==> config.mk <==
export PLATFORM = sky130hd
export DESIGN_NAME = acc_bank_stack
export DESIGN_NICKNAME = d
export VERILOG_FILES = /design/src/rtl/acc_bank_stack.sv
export SDC_FILE = /design/constraint.sdc
export NUM_CORES = 1
export LEC_CHECK = 0
export ABC_AREA = 1
export CAP_MARGIN = 30
export CORE_MARGIN = 5
export CORE_UTILIZATION = 60
export DETAILED_ROUTE_END_ITERATION = 10
export PLACE_DENSITY = 0.9
export SYNTH_ARGS = -nofsm -noshare
export SYNTH_HDL_FRONTEND = slang
export SYNTH_SLANG_ARGS = --single-unit
==> constraint.sdc <==
create_clock -name clk -period 3.3 [get_ports clk]
set_input_delay 0.66 -clock clk [delete_from_list [all_inputs] [get_ports clk]]
set_output_delay 0.66 -clock clk [all_outputs]
set_load 0.01 [all_outputs]
==> src/rtl/acc_bank_stack.sv <==
// Bank of NUM_ACC accumulators with Z/C/V flags and a save/restore stack.
// Optional macro ACC_SATURATE_EN: signed saturation of the accumulate (sel_src=11) result.
module acc_bank_stack #(
    parameter int W           = 8,
    parameter int IMM_W       = 4,
    parameter int NUM_ACC     = 4,
    parameter int STACK_DEPTH = 4
) (
    input  logic                       clk,
    input  logic                       clb,
    input  logic                       load_acc,
    input  logic [1:0]                 sel_src,
    input  logic [$clog2(NUM_ACC)-1:0] acc_sel,
    input  logic                       imm_signed,
    input  logic [IMM_W-1:0]           immediate,
    input  logic [W-1:0]               data_in,
    input  logic [W-1:0]               alu_out,
    input  logic                       push,
    input  logic                       pop,
    output logic [W-1:0]               acc_out,
    output logic                       flag_z,
    output logic                       flag_c,
    output logic                       flag_v,
    output logic                       stack_full,
    output logic                       stack_empty,
    output logic                       stack_err
);

    localparam int SP_W  = $clog2(STACK_DEPTH + 1);
    localparam int IDX_W = (STACK_DEPTH > 1) ? $clog2(STACK_DEPTH) : 1;

    logic [W-1:0]     bank  [NUM_ACC];
    logic [W-1:0]     stack [STACK_DEPTH];
    logic [SP_W-1:0]  sp;
    logic [SP_W-1:0]  sp_dec;
    logic [IDX_W-1:0] push_idx;
    logic [IDX_W-1:0] top_idx;
    logic [W-1:0]     cur;
    logic [W-1:0]     imm_ext;
    logic [W:0]       sum;
    logic             add_v;
    logic [W-1:0]     add_res;
    logic [W-1:0]     src;
    logic [W-1:0]     wr_val;
    logic             full;
    logic             empty;
    logic             do_push;
    logic             do_pop;
    logic             do_load;
    logic             err_set;

    assign cur     = bank[acc_sel];
    assign acc_out = cur;

    always_comb begin
        imm_ext = '0;
        imm_ext[IMM_W-1:0] = immediate;
        for (int i = IMM_W; i < W; i++) begin
            imm_ext[i] = imm_signed & immediate[IMM_W-1];
        end
    end

    assign sum   = {1'b0, cur} + {1'b0, data_in};
    assign add_v = (cur[W-1] == data_in[W-1]) && (sum[W-1] != cur[W-1]);

`ifdef ACC_SATURATE_EN
    // Overflow direction follows the shared operand sign.
    always_comb begin
        add_res = sum[W-1:0];
        if (add_v) begin
            add_res = cur[W-1] ? {1'b1, {(W-1){1'b0}}} : {1'b0, {(W-1){1'b1}}};
        end
    end
`else
    assign add_res = sum[W-1:0];
`endif

    always_comb begin
        case (sel_src)
            2'b00:   src = imm_ext;
            2'b01:   src = data_in;
            2'b10:   src = alu_out;
            default: src = add_res;
        endcase
    end

    assign full        = (sp == SP_W'(STACK_DEPTH));
    assign empty       = (sp == '0);
    assign stack_full  = full;
    assign stack_empty = empty;
    assign sp_dec      = sp - SP_W'(1);
    assign push_idx    = sp[IDX_W-1:0];
    assign top_idx     = sp_dec[IDX_W-1:0];

    // A push+pop conflict cancels both; a load proceeds unless a pop actually succeeds.
    assign do_push = push & ~pop & ~full;
    assign do_pop  = pop & ~push & ~empty;
    assign do_load = load_acc & ~do_pop;
    assign err_set = (push & pop) | (push & full) | (pop & empty);
    assign wr_val  = do_pop ? stack[top_idx] : src;

    always_ff @(posedge clk or negedge clb) begin
        if (!clb) begin
            for (int i = 0; i < NUM_ACC; i++) begin
                bank[i] <= '0;
            end
            sp        <= '0;
            flag_z    <= 1'b0;
            flag_c    <= 1'b0;
            flag_v    <= 1'b0;
            stack_err <= 1'b0;
        end else begin
            if (do_pop || do_load) begin
                bank[acc_sel] <= wr_val;
                flag_z        <= (wr_val == '0);
            end
            if (do_load && sel_src == 2'b11) begin
                flag_c <= sum[W];
                flag_v <= add_v;
            end
            if (do_push) begin
                sp <= sp + SP_W'(1);
            end else if (do_pop) begin
                sp <= sp_dec;
            end
            if (err_set) begin
                stack_err <= 1'b1;
            end
        end
    end

    // Stack storage needs no reset; entries above sp are never read.
    always_ff @(posedge clk) begin
        if (do_push) begin
            stack[push_idx] <= cur;
        end
    end

endmodule

; ---- Word level (Yosys, flattened, before mapping)
; Memory sizes are Yosys's and may differ from the RTL's.
; Cells that the tools add are included.
[word_totals]
reg_bits = 39
ram_bits = 32
elab_cells = 58
memories = 1
[classes]
addsub = 3
n_lt_le_gt_ge = 2
eq_ne = 6
mux = 12
bitwise = 17
reduce_logical = 8
[memory_table]
columns = name, words, word_bits, read_ports, rd_ports_with_merged_regs, wr, line_no
row1 = stack, 4, 8, 1, 0, 1, 33  ; logic [W-1:0] stack [STACK_DEPTH];
[ops]
columns = op, n
row1 = $bwmux 32, 1
row2 = $mux 8, 4
row3 = $pmux 8 s3, 1
row4 = $bmux 8 s2, 1
row5 = $demux 8 s2, 1
row6 = $add 8x8->9, 1
row7 = $and 1x1->1, 9
row8 = $logic_not 8->1, 1
row9 = $mux 3, 2
row10 = $not 1->1, 5
row11 = $eq 2x2->1 const B, 2
row12 = $add 3x1->3 const B, 1
row13 = $eq 3x3->1 const B, 1
row14 = $ge 3x3->1 const B, 1
row15 = $logic_and 1x1->1, 3
row16 = $logic_not 3->1, 1
row17 = $lt 3x1->1 const B, 1
row18 = $not 2->3, 1
row19 = $sub 3x1->3 const B, 1
row20 = $eq 2x1->1 const B, 1
row21 = $logic_not 2->1, 1
row22 = $mux 1, 2
row23 = $or 1x1->1, 2
row24 = $reduce_bool 2->1, 1
row25 = other kinds (3), 3

; ---- Depth between registers and ports, before layout
[depth]
ltp_word = 8
ltp_mapped = 16
depth_no_buf = 16

; ---- Worst setup path after synthesis
; Ideal clock, no wire load.
[synth_timing]
path_type = input -> register
start = input port acc_sel[0]
end = register flag_z
setup_ps = 75
arrival_time_ps = 2564
path_slack_ps = 660
path_stages = 15
n_path_buf = 0
cell_sequence = inv_2 nor2_2 a22oi_1 nand3_1 ha_1 fa_1 nand2_1 nand2_1 nand3_1 nand2_1 nand2_1 nand3_1 a21oi_4 nand3_1 o21bai_2
[synth_between]
elab_chain_cells = 8
[synth_rtl]
columns = item, line_no
row1 = "start, declared", 13  ; input logic [$clog2(NUM_ACC)-1:0] acc_sel,
row2 = $not 2->3 (implied by the code), 52  ; assign cur = bank[acc_sel];
row3 = $bmux 8 s2, 52
row4 = $mux 8 (implied by the code) (2 in a row), 52
row5 = via acc_out[0], 20  ; output logic [W-1:0] acc_out,
row6 = $add 8x8->9, 63  ; assign sum = {1'b0, cur} + {1'b0, data_in};
row7 = $pmux 8 s3, 79  ; case (sel_src)
row8 = $mux 8, 100  ; assign wr_val = do_pop ? stack[top_idx] : src;
row9 = $logic_not 8->1, 115  ; flag_z <= (wr_val == '0);
row10 = "end signal, assigned", 115
row11 = "end, declared", 21  ; output logic flag_z,
; The timed path passes the listed nets, and every way through them passes these cells. The select of a mux whose other input is x is not followed.
; A chain may end at the register's enable or synchronous reset.

; ---- Worst setup path in the final report
[layout_timing]
start = input port acc_sel[0]
end = output port acc_out[1]
[layout_between]
elab_chain_cells = 4
[layout_rtl]
columns = item, line_no
row1 = $not 2->3 (implied by the code), 52
row2 = $bmux 8 s2, 52
row3 = $mux 8 (implied by the code) (2 in a row), 52
row4 = "end, declared", 20
; Every way passes these cells. The select of a mux whose other input is x is not followed.

==> results.ini <==
[routing]
dr_total_vias = 3332
routed_wl_mm = 9.86
drt-initial-drc-count = 328
wl_per_cell_um = 17.7
dr.pass1.iters = 5
drc = 0
vias_per_cell = 5.97
ant_nets = 0

[power]
combPwrFrac_pct = 39.6
finalPower_mw = 3.43
ir_drop_mv = 0.551
p_int_mw = 2.13
seqPwrFrac_pct = 38.5
p_leak_nw = 2.04
power.density_nw_per_um2 = 763
sw_frac_of_total_pct = 38.1
clkPwrFrac_pct = 21.9
p_sw_mw = 1.31

[finish]
drive_gt1_share_pct = 12.6
insertedDiodeCount = 0
final_util_pct = 75.1
area_delta_synth_final_pct = 21.0
layout_commonest_cell = nand2_1
final_nets = 523
mostFrequentLayoutCells = nand2_1 (122), clkdlybuf4s50_1 (42), dfrtp_1 (39)
layoutNonFillerInstCount = 558
stdcell_area_sq_um = 4500

[synth]
netlist-cell-type-count = 37
yosys_most_used_dff = dfrtp_1
synth_edf_count = 32
synth-seq-cells = 71
ys_seq_area_share_pct = 52.1
netlist_instances = 418
syn_area_sq_um = 3720
yosysWarnings = 0
async_flop_share_pct = 54.9
syn_area_per_cell_sq_um = 8.90
syn-num-nets = 463

[worst_setup_path]
cp-end-kind = primary output
rrSetupSlack_ps = 680
critPathLaunchType = input pin
slowest_stage = clkdlybuf4s50_1
ff2ff_path_depth = 9
crit_buf_inv = 4
r2r_start = sp[0]
critPathArrivalTime_ps = 2560
reg2reg_to = bank[14]
crit_chain = clkdlybuf4s50_1 -> inv_2 -> nor2_2 -> buf_4 -> a22oi_1 -> nand2_1 -> clkdlybuf4s50_1
crit_path_frequent_cell = clkdlybuf4s50_1
critPathMaxFanout = 7
slowest_delay_ps = 620
path_class = in2out
cp_top_family = buffers and inverters
cp.required_ps = 2640

[placed_design]
dpl.hpwl_mm = 6.87
numPortBuffers = 43
placed_area_sq_um = 4290
place_congestion = 0.935
dp.cells = 542

[floorplanning]
start_util_pct = 62.1
fp.coreArea_sq_um = 5990
io_pins = 44
die_area_sq_um = 7880
dieWidth_um = 88.8
die_h_um = 88.8
rows = 28

[clocking]
cts_buffers = 9
clock_path_buffers = 2
cts.sinks = 71
cts_max_level = 3
holdBufCountCts = 0
cts_resized = 0
clkLatencyLatePin_ps = 350
cts_tree = yes
clk_pin_slew_ps = 80
post_cts_buffers = 0
cts_root_buffer = clkbuf_8

[global_routing]
grt_usage_pct = 27.4
antenna_found_initial = 0
grt_pass1_wl_mm = 16.0
grt_max_degree = 40
grt.overflow.total = 0
grt_pass1_vias = 3242

[timing]
clock_skew_ps = 13.3
period_share_pct = 97.6
worst_pin_slew_ps = 891
finalHoldViolCount = 0
grt_setup_unrepaired = no
finalSetupViolCount = 0
post-route-min-period_ps = 3220
drv_slew = 0
relSlewSlack_pct = 40.6
timing.fmax_mhz = 310

[status]
status = finished, final reports clean

[hold_path]
hp-class = in2async

[run]
maxCapViolCount = 0

==> state kept, by name, indices dropped and copies added, names as in the netlist <==
signal and count:
bank 32, flag_c 1, flag_v 1, flag_z 1, sp 3, stack 32
stack_err 1
==> layout make-up <==
| cell class | instances | area (sq um) |
|---|---|---|
| timing repair buffer | 60 | 553 |
| tap | 75 | 93.8 |
| fill | 389 | 1490 |
| clock inverter | 6 | 85.1 |
| clock buffer | 10 | 128 |
| multi-input combinational | 299 | 1560 |
| inverter | 37 | 141 |
| sequential | 71 | 1940 |
==> worst register-to-register path, cell delays in order (launching register included) <==
cell	delay (ps)
dfrtp_1	740
inv_2	80
ha_1	270
ha_1	240
nand3b_4	180
inv_4	140
or2_1	320
nand2_2	290
nand2_1	150
o21ai_1	80
==> worst max path at each step <==
stage                          start         end  slack [ps]  cells past startpoint
after CTS                 acc_sel[0]  acc_out[1]         100                      7
after floorplan           acc_sel[0]      flag_z         660                     15
after detailed placement  acc_sel[1]      flag_z         -20                     15
after global placement    acc_sel[1]      flag_z         130                     15
after global routing      acc_sel[0]  acc_out[1]          10                      7
final                     acc_sel[0]  acc_out[1]          80                      7
==> routing by layer <==
| layer | part of all wire, % | track usage (%) | vias up |
|---|---|---|---|
| met2 | 49 | 46.6 | 209 |
| li1 | - | - | 1531 |
| met3 | 9.5 | 4.00 | 47 |
| met4 | 3.8 | 11.5 | 0 |
| met1 | 38 | 35.0 | 1545 |
| met5 | 0 | 0 | - |
==> Yosys cell counts (3+ instances only) <==
cell	count	area share (%)
inv_1	25	2.5
o21ai_1	36	4.8
buf_4	7	1.4
o221ai_1	3	0.71
ha_1	14	4.7
nor2_1	29	2.9
buf_2	3	0.40
inv_2	11	1.1
a21oi_1	8	1.1
o21ai_0	12	1.6
dfrtp_1	39	26
nor2_2	4	0.67
a22oi_1	13	2.6
o211ai_1	4	0.81
nand2_2	8	1.3
edfxtp_1	32	26
nand2_1	122	12
nand3_1	26	3.5
==> power groups by stage <==
stage | clock, mW | combinational, mW | sequential [mW]
6_report | 0.753 | 1.36 | 1.32
5_1_grt | 0.802 | 1.51 | 1.34
4_1_cts | 0.753 | 1.34 | 1.32
3_5_place_dp | 0 | 1.31 | 1.33
3_3_place_gp | 0 | 1.25 | 1.32
2_1_floorplan | 0 | 0.876 | 1.27
==> metrics by stage <==
stage / worst slack (ps) / hold WS [ps] / setup TNS [ps]
floorplan: 660 / 364 / 0
global placement: 126 / 452 / 0
detailed placement: -18.0 / 458 / -18.0
CTS: 103 / 447 / 0
global route: 10.5 / 495 / 0
finish: 78.9 / 435 / 0
==> cells by family after synthesis <==
group	count (synthesis)	share of synthesized area, %
DFF	71	52.1
AOI/OAI and AO/OA	81	13.0
and+or+nand+nor	201	23.3
xor gates and xnor gates	2	0.471
buffers and inverters	48	5.92
adders and majority gates	15	5.25
(Power assumes the default switching activity.)
